<file path="config.mk">
export PLATFORM = sky130hd
export DESIGN_NAME = fetch_stage
export DESIGN_NICKNAME = d
export VERILOG_FILES = /design/src/rtl/fetch_stage.sv
export SDC_FILE = /design/constraint.sdc
export NUM_CORES = 1
export LEC_CHECK = 0
export ABC_AREA = 0
export BUFFER_PORTS_ARGS = -buffer_cell sky130_fd_sc_hd__buf_2
export CORE_UTILIZATION = 35
export DETAILED_ROUTE_END_ITERATION = 16
export GPL_ROUTABILITY_DRIVEN = 0
export GPL_TIMING_DRIVEN = 0
export MAX_ROUTING_LAYER = met4
export PLACE_DENSITY = 0.62
export SETUP_SLACK_MARGIN = 0.2
export SLEW_MARGIN = 20
export SYNTH_ARGS = -nofsm -noshare
export SYNTH_HDL_FRONTEND = slang
export SYNTH_SLANG_ARGS = --single-unit
</file>
<file path="constraint.sdc">
create_clock -name clk -period 4.3 [get_ports clk]
set_input_delay 0.215 -clock clk [delete_from_list [all_inputs] [get_ports clk]]
set_output_delay 0.215 -clock clk [all_outputs]
set_load 0.01 [all_outputs]
</file>
<file path="src/rtl/fetch_stage.sv">
// fetch_stage: instruction fetch front end.
// Owns the PC, issues in-order word reads under a credit limit of QUEUE_DEPTH,
// buffers returned words in a small queue and presents {instr, pc} to decode.
// Redirects flush the queue and turn in-flight responses into drops.
// Optional feature macro: FETCH_MISALIGN_TRAP_EN (sticky trap on misaligned
// redirect target); when undefined the target's low two bits are cleared.
module fetch_stage #(
  parameter logic [31:0] RESET_PC    = 32'h0000_0000,
  parameter int          QUEUE_DEPTH = 2
) (
  input  logic        clk,
  input  logic        rst_n,
  output logic        imem_req_valid,
  input  logic        imem_req_ready,
  output logic [31:0] imem_req_addr,
  input  logic        imem_rsp_valid,
  input  logic [31:0] imem_rsp_data,
  input  logic        redirect_valid,
  input  logic [31:0] redirect_pc,
  output logic        instr_valid,
  input  logic        instr_ready,
  output logic [31:0] instr,
  output logic [31:0] instr_pc,
  output logic        misaligned
);

  localparam int CW = $clog2(QUEUE_DEPTH + 1);
  localparam int PW = (QUEUE_DEPTH > 1) ? $clog2(QUEUE_DEPTH) : 1;
  localparam int SW = CW + 2;
  localparam logic [31:0] NOP = 32'h0000_0013;

  logic [31:0]   fetch_pc_q, fetch_pc_d;
  logic [31:0]   rsp_pc_q, rsp_pc_d;
  logic [CW-1:0] out_q, out_d;
  logic [CW-1:0] drop_q, drop_d;
  logic [CW-1:0] count_q, count_d;
  logic [PW-1:0] head_q, head_d;
  logic [PW-1:0] tail_q, tail_d;
  logic [31:0]   last_pc_q;

  logic [31:0]   q_instr [QUEUE_DEPTH];
  logic [31:0]   q_pc    [QUEUE_DEPTH];

  logic [31:0]   redirect_target;
  logic          trap_active;
  logic [SW-1:0] inflight;
  logic          credit_ok;
  logic          req_fire;
  logic          push;
  logic          pop;

  function automatic logic [PW-1:0] ptr_inc(input logic [PW-1:0] p);
    return (p == PW'(QUEUE_DEPTH - 1)) ? '0 : p + PW'(1);
  endfunction

`ifdef FETCH_MISALIGN_TRAP_EN
  logic misalign_q;

  assign redirect_target = redirect_pc;
  assign trap_active     = misalign_q;
  assign misaligned      = misalign_q;

  // Sticky trap: any redirect to a non-word-aligned target halts fetch until reset.
  always_ff @(posedge clk or negedge rst_n) begin
    if (!rst_n) begin
      misalign_q <= 1'b0;
    end else if (redirect_valid && (redirect_pc[1:0] != 2'b00)) begin
      misalign_q <= 1'b1;
    end
  end
`else
  assign redirect_target = redirect_pc & ~32'h0000_0003;
  assign trap_active     = 1'b0;
  assign misaligned      = 1'b0;
`endif

  // Credits cover queued entries plus every response still to come back (kept or dropped),
  // so a returning word always has a free slot.
  assign inflight       = SW'(out_q) + SW'(drop_q) + SW'(count_q);
  assign credit_ok      = inflight < SW'(QUEUE_DEPTH);
  assign imem_req_valid = rst_n && credit_ok && !redirect_valid && !trap_active;
  assign imem_req_addr  = fetch_pc_q;
  assign req_fire       = imem_req_valid && imem_req_ready;

  assign instr_valid = (count_q != '0) && !trap_active;
  assign pop         = instr_valid && instr_ready;
  // A response is kept only when nothing is owed to drops and no redirect is flushing this cycle.
  assign push        = imem_rsp_valid && !redirect_valid && (drop_q == '0);

  // Next-state for PC, credit counters and queue pointers.
  always_comb begin
    fetch_pc_d = fetch_pc_q;
    rsp_pc_d   = rsp_pc_q;
    out_d      = out_q;
    drop_d     = drop_q;
    count_d    = count_q;
    head_d     = head_q;
    tail_d     = tail_q;
    if (redirect_valid) begin
      // Everything in flight becomes a drop; a response arriving now retires one of them.
      fetch_pc_d = redirect_target;
      rsp_pc_d   = redirect_target;
      drop_d     = drop_q + out_q - CW'(imem_rsp_valid);
      out_d      = '0;
      count_d    = '0;
      head_d     = '0;
      tail_d     = '0;
    end else begin
      if (req_fire) begin
        fetch_pc_d = fetch_pc_q + 32'd4;
      end
      if (imem_rsp_valid && (drop_q != '0)) begin
        drop_d = drop_q - CW'(1);
      end
      if (push) begin
        tail_d   = ptr_inc(tail_q);
        rsp_pc_d = rsp_pc_q + 32'd4;
      end
      if (pop) begin
        head_d = ptr_inc(head_q);
      end
      out_d   = out_q + CW'(req_fire) - CW'(push);
      count_d = count_q + CW'(push) - CW'(pop);
    end
  end

  // Control state register.
  always_ff @(posedge clk or negedge rst_n) begin
    if (!rst_n) begin
      fetch_pc_q <= RESET_PC;
      rsp_pc_q   <= RESET_PC;
      out_q      <= '0;
      drop_q     <= '0;
      count_q    <= '0;
      head_q     <= '0;
      tail_q     <= '0;
      last_pc_q  <= '0;
    end else begin
      fetch_pc_q <= fetch_pc_d;
      rsp_pc_q   <= rsp_pc_d;
      out_q      <= out_d;
      drop_q     <= drop_d;
      count_q    <= count_d;
      head_q     <= head_d;
      tail_q     <= tail_d;
      last_pc_q  <= instr_pc;
    end
  end

  // Queue storage: kept responses are written at the tail with the PC they were fetched from.
  always_ff @(posedge clk) begin
    if (push) begin
      q_instr[tail_q] <= imem_rsp_data;
      q_pc[tail_q]    <= rsp_pc_q;
    end
  end

  // Decode slot: head of queue, or NOP with the previously shown PC when empty.
  always_comb begin
    instr    = NOP;
    instr_pc = last_pc_q;
    if (instr_valid) begin
      instr    = q_instr[head_q];
      instr_pc = q_pc[head_q];
    end
  end

  overflow_chk: assert property (@(posedge clk) disable iff (!rst_n)
    !(push && !pop && (count_q == CW'(QUEUE_DEPTH))));

  credit_chk: assert property (@(posedge clk) disable iff (!rst_n)
    inflight <= SW'(QUEUE_DEPTH));

endmodule

</file>
# After elaboration in Yosys (flattened, before gate mapping)

Memories as Yosys holds them, arrays and structs flattened.
Cells that the tools add are included.

Flip-flop bits (word level): 104
Latch bits: 0
Bits in writable memories: 128
Memory bits (read-only): 0
Output and inout bits: 99
Memories kept: 2

Add/sub/neg operators: 13
Multipliers: 0
Divide/modulo/power cells: 0
Order comparisons: 1
Equal/unequal tests: 0
Shifts and indexed selects: 0
Multiplexer cells: 18
Bitwise logic cells: 0
Reductions and logical operators: 15

Memories:

| memory  | words | width | read ports | clocked after memory_dff | write ports | RTL line | source |
|---|---|---|---|---|---|---|---|
| q_instr | 2     | 32    | 1          | 0                        | 1           | 41       | `logic [31:0] q_instr [QUEUE_DEPTH];` |
| q_pc    | 2     | 32    | 1          | 0                        | 1           | 42       | `logic [31:0] q_pc [QUEUE_DEPTH];` |

Operators with widths:

| operator                                           | number |
|---|---|
| 2-to-1 mux 32 bit                                  | 6 |
| adder 32 x 3 -> 32 bit, second input constant      | 2 |
| nonzero test 2 bit                                 | 6 |
| 2-to-1 mux 1 bit                                   | 8 |
| 2-to-1 mux 2 bit                                   | 4 |
| logical AND 1 bit                                  | 7 |
| subtractor 2 x 1 -> 2 bit                          | 3 |
| adder 2 x 1 -> 2 bit                               | 2 |
| adder 3 x 2 -> 4 bit                               | 1 |
| < comparator 4 x 2 -> 1 bit, second input constant | 1 |
| adder 2 x 2 -> 3 bit                               | 1 |
| adder 1 bit, second input constant                 | 2 |
| adder 2 bit                                        | 1 |
| zero test 2 bit                                    | 1 |
| subtractor 2 x 1 -> 2 bit, second input constant   | 1 |
| zero test 1 bit                                    | 1 |

# Longest topological paths before layout

Word-level depth: 9
Gate-level depth with buffers: 11

# Worst setup path after synthesis

No wires, ideal clock.

Path kind: register -> register
Start point: register drop_q[1]
End point: memory q_instr[0][0], enable pin
Setup time: 0.482 ns
Data arrival time: 3.409 ns
Required time: 3.818 ns
Slack: 0.409 ns
Stages on the path, launching flop included: 5
Path buffers: 0
Path through: dfrtp_1 inv_1 ha_1 nand3_1 nor2_1

Cells in the longest elaborated chain, start to end: 4

RTL lines:

| element                                | RTL line | source |
|---|---|---|
| start: declaration                     | 35       | `logic [CW-1:0] drop_q, drop_d;` |
| start signal: assignment               | 142      | `drop_q <= drop_d;` |
| zero test 2 bit                        | 88       | `assign push = imem_rsp_valid && !redirect_valid && (drop_q == '0);` |
| logical AND 1 bit                      | 88       |  |
| 2-to-1 mux 1 bit                       | 152      | `if (push) begin` |
| 2-to-1 mux 1 bit (not written as such) | 153      | `q_instr[tail_q] <= imem_rsp_data;` |
| end: declaration                       | 41       |  |

No other way between the ends.

# Final worst setup path

Start point: register out_q[1]
End point: output port imem_req_valid

Cells in the longest elaborated chain, start to end: 5

RTL lines:

| element                         | RTL line | source |
|---|---|---|
| start: declaration              | 34       | `logic [CW-1:0] out_q, out_d;` |
| start signal: assignment        | 141      | `out_q <= out_d;` |
| adder 2 x 2 -> 3 bit            | 79       | `assign inflight = SW'(out_q) + SW'(drop_q) + SW'(count_q);` |
| adder 3 x 2 -> 4 bit            | 79       |  |
| < comparator 4 x 2 -> 1 bit     | 80       | `assign credit_ok = inflight < SW'(QUEUE_DEPTH);` |
| logical AND 1 bit (2 in series) | 81       | `assign imem_req_valid = rst_n && credit_ok && !redirect_valid && !trap_active;` |
| end: declaration                | 13       | `output logic imem_req_valid,` |

No other way between the ends.

==> flow_summary_export.csv <==
group,metric,value,unit
worst_setup_path,cpMaxStageDelayCell,"fa_1",
synth,ys_dominant_reg_cell,"edfxtp_1",
timing,fmax,0.3101,GHz
timing,finalClockSkew,0.01245,ns
global_routing,track_usage,16.72,%
floorplanning,start_util,35.94,%
synth,yosysSeqAreaShare,63.75,%
global_routing,grt_max_degree,65,
hold_path,hold_depth,3,
synth,synthCells,725,
synth,yosys.area_share.simple,11.54,%
cts,ctsLongestPathBuffers,3,
timing,rsz0062_at_grt,"no",
hold_path,hp-start,"redirect_pc[18]",
floorplanning,die_h,169.1,um
synth,synthMuxAreaShare,11.57,%
detailed_routing,drc,0,
synth,synth-adder-area-share,1.742,%
finish,nNetsFinal,1064,
worst_setup_path,path_buf_inv,5,
finish,fin_util,46.65,%
timing,final.period_utilization,74.98,%
detailed_routing,routed_wirelength,22620,um
worst_setup_path,critical_path_class,"flop to output port",
timing,hold_violations,0,
global_routing,grt-ovfl-total,0,
cts,numClockSinks,224,
synth,synth_xor_area_share,5.739,%
cts,root_buffer,"clkbuf_16",
timing,drv_slew,0,
timing,setup_violations,0,
global_routing,antenna_found_initial,0,
floorplanning,dieArea,28580,sq um
floorplanning,fp.dieW,169.1,um
finish,fillers,2455,
cts,worstSkewPairLatency,0.52,ns
worst_setup_path,reg2reg_from,"out_q[1]",
finish,area_growth,29.80,%
synth,synth_top_family_by_area,"multiplexers",
hold_path,hold_class,"primary input to flop",
worst_setup_path,cp_num_cells,9,
global_routing,grt_pass1_wl,36120,um
detailed_routing,wire_per_inst,16.47,um
power,powerDensity,558.4,nW/um^2
floorplanning,rows,60,
detailed_routing,routed_via_density,4.697,
timing,finalCriticalPeriod,3.224,ns
worst_setup_path,start_kind,"flop",
run,max-cap-violations,0,
floorplanning,ios,169,
worst_setup_path,crit_required,4.09,ns
detailed_routing,postRouteAntennaNets,0,
worst_setup_path,critPathLaunch,"out_q[1]",
finish,register_area,6226,sq um
cts,htreeDepth,1,
synth,syn_area_per_cell,13.47,sq um
synth,ys_seq_elements,224,
synth,synth_area,9767,sq um
floorplanning,design.core.area,27180,sq um
timing,finalSetupTns,0,ns
worst_setup_path,crit_top_cell,"inv_1",
worst_setup_path,r2r_cells,9,
cts,cts_setup_buffers,0,
cts,cts_tree,"built",
placement,dp_hpwl,15760,um
worst_setup_path,max_stage_delay,0.54,ns
status,status,"completed",
detailed_routing,vias,6449,
timing,slew_headroom,46.67,%
global_routing,grt_pass1_vias,6537,
cts,cts_buffers,26,
power,leakagePower,5.131,nW
finish,multi_input_area,3312,sq um
synth,synth_compound_area_share,3.100,%
synth,async_flop_share,44.64,%
timing,worst_pin_slew,0.7999,ns
finish,n_antenna_cell,0,
detailed_routing,first_iter_violations,329,
worst_setup_path,critPathTopFamily,"adder cells",
worst_setup_path,cp-end-kind,"output port",
worst_setup_path,cp_max_fo,10,
cts,clk_pin_slew_worst_paths,0.06,ns
synth,netlist-cell-type-count,48,
worst_setup_path,arrival,3.01,ns
detailed_routing,first_pass_iters,4,
worst_setup_path,path_cells,"inv_1 > fa_1 > inv_1 > ha_1 > nor4b_4 > nand2_2 > buf_2 > inv_1 > buf_2",
finish,drive_gt1_share,26.47,%
synth,synth_edf_count,124,
placement,port_buffers,163,
synth,yosysWarnings,0,
power,ir_drop,288.3,uV
[layer usage]
layer	wire, um	GRT usage [%]	share of wire [%]	vias to the layer above
met5	0	-	0	-
met4	418	3.643	1.8	0
met3	1070	2.221	4.7	29
met2	10280	26.43	45	191
met1	10850	23.04	48	3101
li1	-	-	-	3128
[worst paths after layout]
path	endpoint	slack, ns
min in group asynchronous	imem_req_addr[3]	0.20
setup / recovery	imem_req_valid	1.08
max in group asynchronous	last_pc_q[23]	3.44
hold reg to reg	last_pc_q[0]	0.47
setup reg to reg	imem_req_addr[28]	1.11
hold / removal	imem_req_addr[18]	0.08
[registers in the layout, indices dropped and copies added, names as in the netlist]
signal         flops
rsp_pc_q          30
imem_req_addr     30
q_instr           64
head_q             1
q_pc              60
out_q              2
tail_q             1
drop_q             2
last_pc_q         32
count_q            2
[area by class of cell]
type                            instances  share of cell area [%]
Sequential cell                       224                   49.11
Clock inverter                          9                   1.115
Multi-Input combinational cell        444                   26.13
Tap cell                              372                   3.672
Buffer                                 38                   1.323
Inverter                               21                  0.6218
Clock buffer                           39                   6.001
Timing Repair Buffer                  226                   12.03
[cells by family (layout without fill, tap and decap cells)]
group	Yosys count	after routing
flip-flops	224	224
XOR/XNOR	64	64
multiplexers	108	108
other	1	3
adder cells (fa/ha/maj)	13	13
AND/OR/NAND/NOR	204	204
buffers and inverters	59	333
AO/OA/AOI/OAI	52	52
[cells in the mapped netlist, types with 2 or more instances]
master    count  share of area, %
edfxtp_1    124                38
dfrtp_1     100                26
mux2i_1      69               7.1
nand2_1      53               2.0
nor2_1       47               1.8
mux2_2       39               4.5
o21ai_0      32               1.6
xnor2_1      32               2.9
xor2_1       32               2.9
clkbuf_1     26               1.0
inv_1        20              0.77
nand3_1      18              0.92
nand4_1      18               1.2
and3_1       12              0.77
ha_1         12               1.5
and2_1       10              0.64
nor4_1        9              0.58
nor3_1        7              0.36
a21boi_0      6              0.46
buf_1         6              0.23
nand2b_1      6              0.38
and4_1        5              0.45
a21oi_1       4              0.20
nor4_4        4              0.87
a21boi_1      3              0.23
buf_4         3              0.23
nor4_2        3              0.38
buf_2         2              0.10
nor2b_1       2              0.13
nor3_2        2              0.20
nor4b_1       2              0.18
[what timing repair did]
item / CTS / global route
gates resized for setup: 0 / 0
endpoints found under the hold margin: 148 / 0
hold buffers: 58 / 0
[tightest hold or removal path: cells and delay by family]
family	cells	cell delay, ns
and+or+nand+nor	1	0.11
AOI/OAI and AO/OA	1	0.15
buffers and inverters	1	0.08
[per-stage QoR]
stage / cell area, sq um / power, mW / setup WS (ns) / hold WS (ns) / cells
floorplan: 9774 / 3.977 / 0.4089 / -0.08059 / 727
global placement: 11060 / 4.792 / -1.382 / 0.4033 / 1262
detailed placement: 11190 / 4.835 / 1.113 / 0.1756 / 1267
CTS: 12680 / 7.184 / 1.028 / 0.06645 / 1373
global route: 12680 / 7.505 / 0.8529 / 0.09616 / 1373
finish: 12680 / 7.078 / 1.076 / 0.07688 / 1373
[report_power, final]
part / internal (mW) / switching [mW] / total (mW)
Clock: 1.45 / 0.826 / 2.28
Sequential: 2.60 / 0.169 / 2.77
Combinational: 0.797 / 1.23 / 2.03
Total: 4.85 / 2.23 / 7.08
[cell usage in the layout (no fill, tap or decap), types with 4 or more instances in the layout]
cell and count:
a21boi_0 6, a21oi_1 4, and2_1 9, and3_1 12
and4_1 5, buf_1 6, buf_2 164, bufinv_16 4
clkbuf_1 34, clkbuf_16 27, clkbuf_8 4, clkinv_1 4
dfrtp_1 100, dlygate4sd3_1 58, edfxtp_1 124, ha_1 12
inv_1 20, mux2_2 39, mux2i_1 69, nand2_1 53
nand2b_1 6, nand3_1 18, nand4_1 18, nor2_1 46
nor3_1 7, nor4_1 9, nor4_4 4, o21ai_0 32
xnor2_1 32, xor2_1 32
Note: power is estimated with default switching activity, not from simulation.
